===== src/rtl/custom_alu_issue.sv =====
// Issue/response front end for the custom-0 ALU: decodes requests into a registered
// issue stage that drives the ALU, and queues results in a 2-entry in-order response buffer.
module custom_alu_issue #(
   parameter int unsigned RSP_DEPTH = 2,
   parameter int unsigned CNT_W     = 16
) (
   input  logic             clk,
   input  logic             rst_n,
   input  logic             req_valid,
   output logic             req_ready,
   input  logic [2:0]       req_funct3,
   input  logic [6:0]       req_funct7,
   input  logic [31:0]      req_rs1,
   input  logic [31:0]      req_rs2,
   input  logic [4:0]       req_rd,
   output logic [31:0]      alu_operand_a,
   output logic [31:0]      alu_operand_b,
   output logic [3:0]       alu_op_code,
   input  logic [31:0]      alu_result,
   output logic             rsp_valid,
   input  logic             rsp_ready,
   output logic [31:0]      rsp_data,
   output logic [4:0]       rsp_rd,
   output logic             rsp_illegal,
   output logic [CNT_W-1:0] issued_count,
   output logic [CNT_W-1:0] illegal_count
);
   localparam int unsigned DATA_W = 32;
   localparam int unsigned RD_W   = 5;
   localparam int unsigned OP_W   = 4;
   localparam int unsigned CNT_PW = 2;
   localparam logic [OP_W-1:0] OP_ILLEGAL = 4'b1111;

   typedef struct packed {
      logic [DATA_W-1:0] data;
      logic [RD_W-1:0]   rd;
      logic              illegal;
   } rsp_entry_t;

   logic              s1_valid_q, s1_valid_d;
   logic [DATA_W-1:0] s1_a_q, s1_a_d;
   logic [DATA_W-1:0] s1_b_q, s1_b_d;
   logic [OP_W-1:0]   s1_op_q, s1_op_d;
   logic [RD_W-1:0]   s1_rd_q, s1_rd_d;
   logic              s1_ill_q, s1_ill_d;
   rsp_entry_t        buf_q [RSP_DEPTH];
   rsp_entry_t        buf_d [RSP_DEPTH];
   logic              head_q, head_d;
   logic [CNT_PW-1:0] count_q, count_d;
   logic [CNT_W-1:0]  issued_q, issued_d;
   logic [CNT_W-1:0]  illegal_q, illegal_d;

   logic              req_illegal_c;
   logic [OP_W-1:0]   req_op_c;
   logic              pop_c;
   logic              s1_move_c;
   logic              accept_c;
   logic              tail_c;

   // Decode: only funct7 == 0 with funct3 0..5 is a real ALU op
   always_comb begin
      req_illegal_c = (req_funct7 != 7'd0) || (req_funct3 > 3'd5);
      req_op_c      = req_illegal_c ? OP_ILLEGAL : {1'b0, req_funct3};
   end

   // Handshake: S1 may advance into a free slot or into the slot freed by a same-edge pop
   always_comb begin
      rsp_valid = (count_q != '0);
      pop_c     = rsp_valid && rsp_ready;
      s1_move_c = s1_valid_q && ((count_q < CNT_PW'(RSP_DEPTH)) || pop_c);
      req_ready = !s1_valid_q || s1_move_c;
      accept_c  = req_valid && req_ready;
      tail_c    = head_q + count_q[0];
   end

   always_comb begin
      s1_valid_d = s1_valid_q;
      s1_a_d     = s1_a_q;
      s1_b_d     = s1_b_q;
      s1_op_d    = s1_op_q;
      s1_rd_d    = s1_rd_q;
      s1_ill_d   = s1_ill_q;
      buf_d      = buf_q;
      head_d     = head_q;
      count_d    = count_q;
      issued_d   = issued_q;
      illegal_d  = illegal_q;

      if (accept_c) begin
         s1_valid_d = 1'b1;
         s1_a_d     = req_rs1;
         s1_b_d     = req_rs2;
         s1_op_d    = req_op_c;
         s1_rd_d    = req_rd;
         s1_ill_d   = req_illegal_c;
      end else if (s1_move_c) begin
         s1_valid_d = 1'b0;
      end

      // At count 2 with a pop the tail equals the head, which is being vacated
      if (s1_move_c) begin
         buf_d[tail_c].data    = s1_ill_q ? '0 : alu_result;
         buf_d[tail_c].rd      = s1_rd_q;
         buf_d[tail_c].illegal = s1_ill_q;
      end
      if (pop_c) begin
         head_d = head_q + 1'b1;
      end
      count_d = count_q + CNT_PW'(s1_move_c) - CNT_PW'(pop_c);

      if (accept_c && (issued_q != '1)) begin
         issued_d = issued_q + CNT_W'(1);
      end
      if (accept_c && req_illegal_c && (illegal_q != '1)) begin
         illegal_d = illegal_q + CNT_W'(1);
      end
   end

   always_ff @(posedge clk or negedge rst_n) begin
      if (!rst_n) begin
         s1_valid_q <= 1'b0;
         s1_a_q     <= '0;
         s1_b_q     <= '0;
         s1_op_q    <= '0;
         s1_rd_q    <= '0;
         s1_ill_q   <= 1'b0;
         for (int i = 0; i < RSP_DEPTH; i++) begin
            buf_q[i] <= '0;
         end
         head_q     <= 1'b0;
         count_q    <= '0;
         issued_q   <= '0;
         illegal_q  <= '0;
      end else begin
         s1_valid_q <= s1_valid_d;
         s1_a_q     <= s1_a_d;
         s1_b_q     <= s1_b_d;
         s1_op_q    <= s1_op_d;
         s1_rd_q    <= s1_rd_d;
         s1_ill_q   <= s1_ill_d;
         buf_q      <= buf_d;
         head_q     <= head_d;
         count_q    <= count_d;
         issued_q   <= issued_d;
         illegal_q  <= illegal_d;
      end
   end

   assign alu_operand_a = s1_a_q;
   assign alu_operand_b = s1_b_q;
   assign alu_op_code   = s1_op_q;
   assign rsp_data      = buf_q[head_q].data;
   assign rsp_rd        = buf_q[head_q].rd;
   assign rsp_illegal   = buf_q[head_q].illegal;
   assign issued_count  = issued_q;
   assign illegal_count = illegal_q;

endmodule


===== config.mk =====
export PLATFORM = sky130hd
export DESIGN_NAME = custom_alu_issue
export DESIGN_NICKNAME = d
export VERILOG_FILES = /design/src/rtl/custom_alu_issue.sv
export SDC_FILE = /design/constraint.sdc
export NUM_CORES = 1
export LEC_CHECK = 0
export CORE_AREA = 2 2 140 142
export DETAILED_ROUTE_END_ITERATION = 7
export DIE_AREA = 0 0 142 144
export PLACE_DENSITY_LB_ADDON = 0.25
export SLEW_MARGIN = 0
export SYNTH_ARGS = -nofsm -noshare
export SYNTH_HDL_FRONTEND = slang
export SYNTH_SLANG_ARGS = --single-unit

===== constraint.sdc =====
create_clock -name clk -period 2 [get_ports clk]
set_input_delay 0.6 -clock clk [delete_from_list [all_inputs] [get_ports clk]]
set_output_delay 0.6 -clock clk [all_outputs]
set_load 0.03 [all_outputs]

==> impl.org, run 1 <==
** Global route
- Across every metal layer, demand over resource in global routing totals 19.8%.
- The first global-routing pass estimated 31.8 mm of wire.
- Entering global routing, the biggest net connects between 50 and 60 pins.
- Global-route congestion overflow total :: 0
- Via count of the first global-routing pass :: 6136
- The number of antenna violations at the first check in global routing came to 0.

** Timing
- Timing would allow up to about 0.45 GHz.
- Setup repair after global routing missed its margin :: yes
- Tightest hold margin :: approximately 0.074 ns
- Minimum clock period :: 2.23 ns
- Setup violations remaining at the end of the flow were counted as 38.
- Clock skew after layout :: around 0.0089 ns
- Count of endpoints failing hold in the final timing report :: 0
- The final number of max-transition violations came to 0.
- In the finished design, the share of the clock period the worst path needs comes to 111%.
- Worst Max-Slew Pin Slew :: 0.447 ns
- For the final routed database, the setup TNS stands at -5.67 ns.
- Setup slack of the critical path after layout :: -0.230 ns
- Worst slew margin relative to its limit :: 70.0%

** CTS
- Root buffer cell :: clkbuf_16
- Maximum count of clock buffers along a single path :: 2
- TritonCTS built the clock tree.
- Num CTS Buffers :: 17
- Skew-Pair Late Insertion Delay :: 0.42 ns
- Number of levels the H-tree was split into :: 4
- After clock tree synthesis, the clock-pin slew on the worst setup and hold paths is 0.07 ns.
- The clock drives between 150 and 200 sinks.
- After clock tree synthesis, the flow added hold-fix buffers numbering 0.

** Yosys
- In this run the mean area of a mapped cell was just over 10 um^2.
- Total standard cell area after synthesis :: 7780 um^2
- Number of enable flip-flop cells after synthesis :: 0
- Ys async rst share :: 100%
- The synthesized design spends more area on one cell type than any other, namely dfrtp_1.
- The number of nets in the synthesized netlist is approximately 900.
- In the synthesized netlist the dominant register cell turns out to be dfrtp_1.
- Sequential cells were found to cover 59.5% of the synthesized design area.
- Warnings from Yosys :: 0
- Most repeated cell in the gate-level netlist after synthesis :: nand2_1
- Yosys mapped the design onto 36 distinct sky130hd cell types.
- After synthesis, the largest area contributor takes up 59.5% of total cell area.
- Ranked by total cell area, the synthesized netlist is headed by dfrtp_1, nand2_1, mux2_2, o21ai_0, nand2b_1.
- The synthesized design contains 185 register bits.
- Post-Syn Instances :: approximately 770
- Leading cell types by count after synthesis :: nand2_1, dfrtp_1, o21ai_0

** Route
- In the final routed layout, each cell accounts on average for ~15 um.
- Ratio of routed vias to standard cells :: 4.77
- For this block, the routed nets add up to 20.1 mm of wire.
- Number of routed nets with antenna violations :: 0
- Initial DRT Pass Iterations :: 4
- In the routed design, unresolved DRC markers number 0.
- After the first detailed-routing iteration, the DRC count stood at roughly 310.
- Number of vias after detailed routing :: 6205

** Worst setup path
- By startpoint and endpoint, the worst setup path is classified as flop to output pin.
- For the worst setup path, the data arrival time is 1.63 ns.
- The largest individual stage delay along the critical path comes from the cell dfrtp_2.
- Setup crit start kind :: flop
- In this run the register-to-register setup slack is 0.09 ns.
- Gate family responsible for the most delay along the worst path :: buffers and inverters
- Bufs and invs on worst path :: 3
- Start of the worst register-to-register path :: illegal_count[0]$_DFFE_PN0P_
- The critical path starts at head_q$_DFFE_PN0P_.
- CP Max Fanout :: 19
- The largest single stage delay on the critical path is 0.40 ns.
- Category of the worst setup path capture point :: output pin
- Required time of the worst setup path :: between 1 and 1.5 ns
- Chain of cells forming the critical path :: buf_12 -> buf_4 -> mux2_2 -> buf_6

** Run status
- Violated checks :: setup timing
- Status :: complete, but fails checks

** Pwr
- Largest voltage drop on the vdd net :: 750 uV
- For this design the static power due to leakage is around 5.7 nW.
- Power density of the placed cells :: 1470 nW/um^2

** Final layout
- The repair_antennas step left the layout with diodes totalling 0.
- Fraction of the core area covered by cells at the end of the flow :: 60.3%
- Count of nets after finishing :: 1168
- From synthesis to final layout, the design area changed by 47.8%.
- Number of standard cells in the final layout excluding fillers :: 1300
- In the final layout, the share of cells above drive strength 1 is 17.1%.

** Placement
- Placed wire-length estimate after detailed placement :: 14.3 mm
- At the end of routability-driven placement, the weighted congestion stood at 0.789.
- After detailed placement, the design holds a cell count of ~1300.
- Number of buffers added on ports :: about 250

** Worst hold path
- The min-delay analysis places its worst path in the category input pin to asynchronous set/reset pin.

** Floorplan
- From left edge to right edge, the die measures roughly 140 um.
- In this run the standard cell core region covers 19100 um^2.
- Boundary pin count :: around 260
- In this run the core area contains 51 standard-cell rows.
- The floorplan step set the die height to 144 um.
- Initial Utilization :: 40.8%
- The die covers slightly above 20000 um^2.

** Run
- Max-cap check violation count :: 0
[cell families (layout without fill, tap and decap cells)]
group           count (synthesis)  in the layout  synth area share (%)
compound gates                 76             76                  5.24
xor+xnor                       30             30                  3.38
fa+ha+maj                       4              4                 0.643
buf+inv                        42            332                  2.12
flops                         185            185                  59.5
mux                            53             53                  7.72
simple gates                  382            382                  21.4
[sequential cells by signal (all words and copies together) (netlist names)]
name	flops
alu_operand_a	32
s1_valid_q	1
buf_q	76
alu_op_code	4
head_q	1
s1_rd_q	5
count_q	2
alu_operand_b	32
illegal_count	16
issued_count	16
[cell type report]
cell class / count / area [um^2]
clock inverter: 10 / 119
sequential: 185 / 4630
multi-input combinational: 545 / 3050
timing repair buffer: 298 / 2930
tap: 238 / 298
inverter: 2 / 7.51
fill: 1650 / 7580
clock buffer: 22 / 464
[power breakdown]
part	switching [mW]	leakage [nW]	internal, mW
combinational	4.40	3.06	3.46
clock	1.43	0.277	1.91
sequential	0.734	2.34	5.00
total	6.56	5.68	10.4
[layout by cell type (no fill, tap or decap), types with 12 or more instances in the layout]
cell type	synthesis	final
xnor2_1	18	18
o21ai_0	64	64
dlygate4sd2_1	0	99
clkdlybuf4s50_1	0	112
buf_2	3	12
mux2_2	52	42
buf_4	1	31
nand2b_1	36	36
clkbuf_16	0	17
buf_6	0	24
xor2_1	12	12
nand2_1	291	290
buf_12	0	17
dfrtp_1	185	182
[through the flow]
stage | cell area [um^2] | power, mW | worst slack [ns]
final | 11500 | 16.9 | -0.230
after global routing | 11500 | 18.0 | -0.258
after floorplan | 7800 | 10.2 | -0.00278
after detailed placement | 11000 | 13.8 | -0.322
after CTS | 11500 | 17.1 | -0.259
after global placement | 11000 | 13.7 | -0.286
[timing repair]
item / in CTS / in global routing
gates resized for setup: 231 / 36
endpoints found under the setup margin: 139 / 40
pin swaps: 0 / 1
buffers inserted: 4 / 1
[per-layer routing]
| layer | GRT usage [%] | wire length [um] |
|---|---|---|
| met1 | 26.4 | 8860 |
| met4 | 6.37 | 386 |
| met3 | 6.36 | 1520 |
| met2 | 31.0 | 9310 |
| met5 | 0 | 0 |
[final timing paths]
kind,to,cells after the start
max,rsp_data[18],4
min in group clk,alu_operand_b[16]$_DFFE_PN0P_,2
max in group asynchronous,buf_q[0]$_DFFE_PN0P_,2
min,buf_q[16]$_DFFE_PN0P_,1
min reg2reg,alu_operand_b[16]$_DFFE_PN0P_,2
max reg2reg,illegal_count[6]$_DFFE_PN0P_,6
Power figures use the tool's default switching activity.
==> inputs of run 2 (changes only) <==
--- a/config.mk
+++ b/config.mk
@@ -8,7 +8,7 @@
 export CORE_AREA = 2 2 140 142
 export DETAILED_ROUTE_END_ITERATION = 7
 export DIE_AREA = 0 0 142 144
-export PLACE_DENSITY_LB_ADDON = 0.25
+export PLACE_DENSITY = 0.76
 export SLEW_MARGIN = 0
 export SYNTH_ARGS = -nofsm -noshare
 export SYNTH_HDL_FRONTEND = slang
==> run 2 against run 1 <==
The run still ends with setup timing left; first-iteration DRC count is 43% lower; maximum frequency is 0.83% lower; die area stayed put; combinational power is 6.9% higher; sequential power is 0.9% higher; via count is 2.9% higher; cell count is 1.2% higher; clock power hardly changed; core utilization is 1.4 points higher; power is 3.5% higher; register-to-register slack hardly changed; clock skew is 0.0044 ns higher.
==> impl.org, run 2 (synthesized netlist as in run 1, its figures left out) <==
** Worst setup path
- Required time of the worst setup path :: 1.40 ns
- Traced cell by cell, the critical path runs through buf_6 -> buf_6 -> buf_6 -> mux2_2 -> buf_6.
- The number of buffers and inverters on the critical path is 4.
- Most common cell type on the critical path :: buf_6
- Highest-delay cell along the critical path :: dfrtp_2
- In this design, the stage delay of the slowest critical-path cell is 0.44 ns.
- Category of the worst setup path capture point :: output pin
- STA classifies the critical path startpoint as a flop.
- In this run the worst path has a maximum fanout of 4.
- Data arrives at the worst endpoint at 1.65 ns.
- Gate family responsible for the most delay along the worst path :: buffers and inverters
- Critical path type :: flop to output pin

** Final layout
- The finished layout holds roughly 1300 standard cells, fillers aside.
- Antenna diodes :: 0
- Post-route cell area :: 11800 um^2
- Area added between synthesis and finish :: 51.3%
- Most common cell after layout, fill and taps aside :: nand2_1
- Cells with a size suffix above 1 make up 18.6% of the layout.
- The net count of the finished layout is 1184.
- Flip-flop count of the largest register, all copies and words added :: 76
- Leaving out fill and tap cells, the most frequent cells in the layout are nand2_1, dfrtp_1, clkdlybuf4s50_1.
- Fraction of the core area covered by cells at the end of the flow :: 61.7%
- Most flop-heavy register :: buf_q

** Timing
- Final count of pins violating max slew :: 0
- Worst Max-Slew Pin Slew :: 0.519 ns
- Minimum clock period :: 2.25 ns
- The number of failing hold endpoints at the final stage came to 0.
- Achievable clock frequency :: 0.445 GHz
- Between clock sinks in the finished design, the worst skew comes to approximately 0.013 ns.
- Setup slack on the critical path of the routed design comes to -0.248 ns.
- Period utilisation layout :: 112%
- Setup total negative slack on the finished layout was measured at -7.03 ns.
- Setup violations remaining at the end of the flow were counted as 38.
- Setup repair after global routing missed its margin :: yes
- Worst slew margin relative to its limit :: 65.1%

** Global route
- The first global-routing pass estimated 33.1 mm of wire.
- Global-route congestion overflow total :: 0
- GR Util All Layers :: 20.5%
- Via count of the first global-routing pass :: 6499
- Pin count of the biggest net entering global routing :: between 40 and 50
- Antenna violations before repair :: 0

** Run
- Across the run, the number of max-cap violations was 0.

** Route
- Initial DRT Pass Iterations :: 4
- Ratio of routed vias to standard cells :: 4.85
- Final routed wirelength across all metal layers :: 20.7 mm
- Number of vias after detailed routing :: 6387
- The detail route stage leaves a number of antenna-violating nets equal to 0.
- In the final routed layout, each cell accounts on average for 15.7 um.
- Initial DRC count :: 178
- Drt drc :: 0

** Pwr
- Summed over all cells, the static leakage comes to 5.81 nW.
- Power density of the placed cells :: 1490 nW/um^2
- The worst-case IR drop observed on VDD is 668 uV.

** Run status
- The final reports fail on setup timing.
- The flow ran to the end, but the final reports show violations.

** Placement
- Last weighted congestion value of the routability-driven placer :: approximately 0.82
- Once placement finished, the instance area stood at 11000 um^2.
- Placed wire-length estimate after detailed placement :: 14.7 mm
- After detailed placement, the design holds a cell count of 1274.
- Pre-CTS setup slack :: -0.370 ns
- Number of buffers added on ports :: 254

** Floorplan
- The floorplan has 51 rows.
- Die width :: 142 um
- For this design the top-level I/O count stands at 255.
- The floorplan step defined a core boundary enclosing 19100 um^2.
- Die footprint :: 20400 um^2
- For this configuration, the core starts out at a cell density of 40.8%.
- Measured along the y axis, the die boundary spans 144 um.

** CTS
- CTS saw between 150 and 200 sinks.
- Clock tree from TritonCTS :: built
- Buffers inserted to repair hold after CTS numbered 0.
- Num CTS Buffers :: 17
- Skew-Pair Late Insertion Delay :: 0.42 ns
- Number of levels the H-tree was split into :: 4
- Maximum count of clock buffers along a single path :: 2
- Root buffer cell :: clkbuf_16
- Clock input transition at the sequential cells of the worst setup and hold paths :: approximately 0.070 ns

** Worst hold path
- The min-delay analysis places its worst path in the category input pin to asynchronous set/reset pin.
==> run 2: final cells by class <==
cell class / count / area, um^2
Clock inverter: 10 / 116
Timing Repair Buffer: 314 / 3150
Sequential cell: 185 / 4630
Multi-Input combinational cell: 545 / 3100
Fill cell: 1616 / 7310
Tap cell: 238 / 298
Clock buffer: 22 / 464
Inverter: 2 / 7.51
==> run 2: through the flow <==
stage	hold WS, ns	total power [mW]
6_report	0.118	17.5
5_1_grt	0.157	18.6
4_1_cts	0.142	17.5
3_5_place_dp	0.462	13.9
3_3_place_gp	0.455	13.7
2_1_floorplan	0.304	10.2
==> run 2: final timing paths <==
check / start / to / slack, ns / cells past startpoint
hold / removal: rst_n / buf_q[14]$_DFFE_PN0P_ / 0.12 / 1
min in group clk: alu_operand_b[23]$_DFFE_PN0P_ / alu_operand_b[23]$_DFFE_PN0P_ / 0.47 / 2
setup reg to reg: illegal_count[0]$_DFFE_PN0P_ / illegal_count[4]$_DFFE_PN0P_ / 0.09 / 7
hold reg to reg: alu_operand_b[23]$_DFFE_PN0P_ / alu_operand_b[23]$_DFFE_PN0P_ / 0.47 / 2
setup / recovery: head_q$_DFFE_PN0P_ / rsp_rd[1] / -0.25 / 5
max in group asynchronous: rst_n / buf_q[25]$_DFFE_PN0P_ / 1.26 / 2
==> run 2: timing repair <==
action,CTS,global route
gates cloned,1,0
setup buffers,7,3
resized for setup,354,24
pin swaps,0,1
setup endpoints to repair,139,56
==> run 2: routing by layer <==
metal  vias up  track usage [%]  part of all wire (%)
met5         -                0                     0
li1       3098                -                     -
met2       211             33.7                    48
met4         0             6.42                   1.7
met3        23             6.66                   7.6
met1      3055             26.0                    42
==> run 2: power breakdown <==
group          total [mW]  internal [mW]  switching [mW]  leakage, nW
clock                3.34           1.92            1.42        0.281
combinational        8.40           3.90            4.50         3.19
sequential           5.79           5.01           0.784         2.34
==> inputs of run 3 (changes only) <==
--- a/config.mk
+++ b/config.mk
@@ -5,9 +5,10 @@
 export SDC_FILE = /design/constraint.sdc
 export NUM_CORES = 1
 export LEC_CHECK = 0
-export CORE_AREA = 2 2 140 142
+export ABC_AREA = 1
+export CORE_AREA = 2 2 145 147
 export DETAILED_ROUTE_END_ITERATION = 7
-export DIE_AREA = 0 0 142 144
+export DIE_AREA = 0 0 147 149
 export PLACE_DENSITY = 0.76
 export SLEW_MARGIN = 0
 export SYNTH_ARGS = -nofsm -noshare
==> run 3 against run 2 <==
The flow still finishes with violations (setup timing); synthesized area increased by 11%; maximum frequency is 4.2% higher; cell area is 5.1% higher; critical path type unchanged; largest cell class unchanged; largest power group unchanged.
==> impl.org, run 3 <==
** Run status
- The flow ran to the end, but the final reports show violations.
- Violated checks :: setup timing

** Timing
- Count of endpoints failing hold in the final timing report :: 0
- At the pin with the least slew margin, the transition time is 0.426 ns.
- Setup tns final :: -3.64 ns
- Minimum clock period :: between 2 and 2.5 ns
- After layout, the worst setup slack is -0.158 ns.
- Setup repair after global routing could not meet its margin everywhere.
- Headroom to the max-slew limit came out at between 70 and 80%.
- Clock skew after layout :: 0.0147 ns
- Final-report setup violation count :: 38
- Based on the critical path, the design can be clocked at up to about 0.46 GHz.
- Final count of pins violating max slew :: 0
- Period utilisation layout :: 108%

** Route
- After detailed routing, the number of vias per cell comes to between 4 and 5.
- Initial DRT Pass Iterations :: 5
- Dividing the detail-routed wire length by the instance count gives 13.8 um.
- Drt drc :: 0
- Final routed wirelength across all metal layers :: 23.0 mm
- The count of nets left with antenna violations once routing finished came out at 0.
- The routed layout has slightly below 8000 vias.
- Initial DRC count :: 370

** Placement
- Number of buffers added on ports :: 254
- In this run the cell area measured after placement is 11600 um^2.
- Pre-CTS setup slack :: -0.159 ns
- Placed wire-length estimate after detailed placement :: 16.2 mm
- Last weighted congestion value of the routability-driven placer :: 0.890

** Global route
- GR Util All Layers :: 20.9%
- Entering global routing, the biggest net connects 65 pins.
- Antenna violations before repair :: 0
- The first global-routing pass estimated 36.9 mm of wire.
- Via count of the first global-routing pass :: 7490
- Global-route congestion overflow total :: 0

** Yosys
- Post-Syn Instances :: around 1100
- Averaged over all synthesized cells, the footprint is 7.82 um^2.
- In this run the cell area of the synthesized design comes to 8600 um^2.
- The synthesized netlist contains 27 unique library cells.
- After synthesis, flip-flops and latches occupy 53.8% of the total area.
- In the synthesized netlist, the cells that appear most often are nand2_1, dfrtp_1, inv_1.
- Of the post-synthesis cell area, the dominant cell type holds 53.8%.
- Among all cell types in the netlist, the one instantiated most often is nand2_1.
- Yosys printed 0 warnings.
- Top flip-flop cell by instance count after synthesis :: dfrtp_1
- Counting flops with an async set or reset pin after synthesis yields a share of 100%.
- Largest cells by area after synthesis :: dfrtp_1, nand2_1, inv_1, o21ai_1, nor2_1
- Mapped Nets :: 1218
- The largest total area in the synthesized netlist belongs to dfrtp_1.
- Number of enable flip-flop cells after synthesis :: 0
- FF+latch count, synth :: 185

** Floorplan
- The region available for standard cell placement spans about 21000 um^2.
- Once the floorplan was initialized, standard cells occupied a little over two fifths of the core.
- In this run the core area contains 53 standard-cell rows.
- The floorplan step defined a die boundary enclosing ~22000 um^2.
- Boundary pin count :: 255
- From bottom edge to top edge, the die measures 149 um.
- Die width :: 147 um

** Worst setup path
- Required time of the worst setup path :: 1.40 ns
- For flop-to-flop paths, the worst setup slack is 0.23 ns.
- The setup path with the least slack is of type flop to output pin.
- STA classifies the critical path endpoint as an output pin.
- STA classifies the critical path startpoint as a flop.
- Critical path data arrival time :: 1.56 ns
- Along the worst path, the maximum fanout reaches 7.

** Pwr
- Power density of the placed cells :: 1340 nW/um^2
- Leakage power total :: 6.38 nW
- Total power :: roughly 17 mW
- Largest voltage drop on the vdd net :: 653 uV

** CTS
- The number of clock buffers added by TritonCTS is 17.
- For this design, the CTS-stage hold fixing added 0 buffers.
- In this run the number of H-tree levels came out at 4.
- Clock sinks :: 185
- No sink is reached through more buffers than the 2 on the longest clock path.
- In this run the clock root is driven by a clkbuf_16.
- The clock reaches the later pin of the worst-skew pair after 0.44 ns.
- Clock tree from TritonCTS :: built
- After clock tree synthesis, the clock-pin slew on the worst setup and hold paths is 0.07 ns.

** Final layout
- Antenna diodes :: 0
- Flip-flop count of the largest register, all copies and words added :: 76
- The top cell types in the final layout, fill and taps aside, are nand2_1, dfrtp_1, clkdlybuf4s50_1.
- From synthesis to final layout, the design area changed by 43.9%.
- After the last flow step, the layout net total stands at 1502.
- In the final layout, the share of cells above drive strength 1 is a little over an eighth.
- Fraction of the core area covered by cells at the end of the flow :: 60.2%
- More flip-flops sit in one register than any other, and that register is buf_q.
- Post-route cell area :: 12400 um^2
- Most common cell after layout, fill and taps aside :: nand2_1

** Run
- Max-cap check violation count :: 0

** Worst hold path
- Classification of the worst-slack hold path :: input pin to asynchronous set/reset pin
## run 3: changes by cell type in the layout (fill, tap and decap cells not counted), sizes merged, moves of 10 or more
cell / delta
nand2: +245
inv: +106
nor2: +69
mux2: -53
nand2b: -36
o21ai: +35
nand3: +10
## run 3: area by class of cell
type,count,area [um^2]
flip-flops and latches,185,4630
clock inverters,15,178
inverters,102,387
multi-input cells,764,3410
well taps,275,344
fillers,1839,8180
clock buffers,17,425
repair buffers,313,3000
## run 3: worst paths after layout
check,startpoint,end,cells past startpoint
worst max-delay path,head_q$_DFFE_PN0P_,rsp_data[23],4
worst min-delay path,rst_n,issued_count[1]$_DFFE_PN0P_,1
worst max register to register,count_q[1]$_DFF_PN0_,count_q[1]$_DFF_PN0_,8
worst min register to register,buf_q[31]$_DFFE_PN0P_,buf_q[31]$_DFFE_PN0P_,2
max in group asynchronous,rst_n,alu_operand_b[20]$_DFFE_PN0P_,2
min in group clk,buf_q[31]$_DFFE_PN0P_,buf_q[31]$_DFFE_PN0P_,2
## run 3: metrics by stage
stage | hold slack, ns | instances
floorplan | 0.304 | 1099
global placement | 0.454 | 1630
detailed placement | 0.458 | 1630
CTS | 0.109 | 1671
global route | 0.125 | 1671
finish | 0.103 | 1671
## run 3: layer usage
metal  track usage, %  vias up  wire, um
li1                 -     3911         -
met1             27.2     3594     10000
met2             34.6      218     11000
met3             5.47       28      1540
met4             6.39        0       446
met5                0        -         0
## run 3: where the power goes
| group | internal (mW) | switching, mW | total (mW) |
|---|---|---|---|
| Clock | 1.89 | 1.58 | 3.48 |
| Sequential | 4.84 | 0.623 | 5.46 |
| Combinational | 2.87 | 4.74 | 7.61 |
| Total | 9.60 | 6.95 | 16.5 |
## run 3: repair_timing
| item | in CTS | in global routing |
|---|---|---|
| gates resized for setup | 176 | 22 |
| cloned | 1 | 0 |
| setup endpoints to repair | 139 | 40 |
| setup buffers | 8 | 1 |
| pin swaps | 7 | 2 |
## run 3: worst max-delay path, stage by stage, from the launching register on
cell and delay, ns:
dfrtp_2 0.49, buf_6 0.18, buf_4 0.14, o21ai_4 0.16, buf_6 0.15
## run 3: kinds of logic after synthesis
group / count (synthesis) / synth area share (%)
adder cells (fa/ha/maj): 4 / 0.582
AND/OR/NAND/NOR: 644 / 29.7
AO/OA/AOI/OAI: 99 / 5.98
XOR/XNOR: 17 / 1.95
flip-flops: 185 / 53.8
buffers and inverters: 150 / 7.97
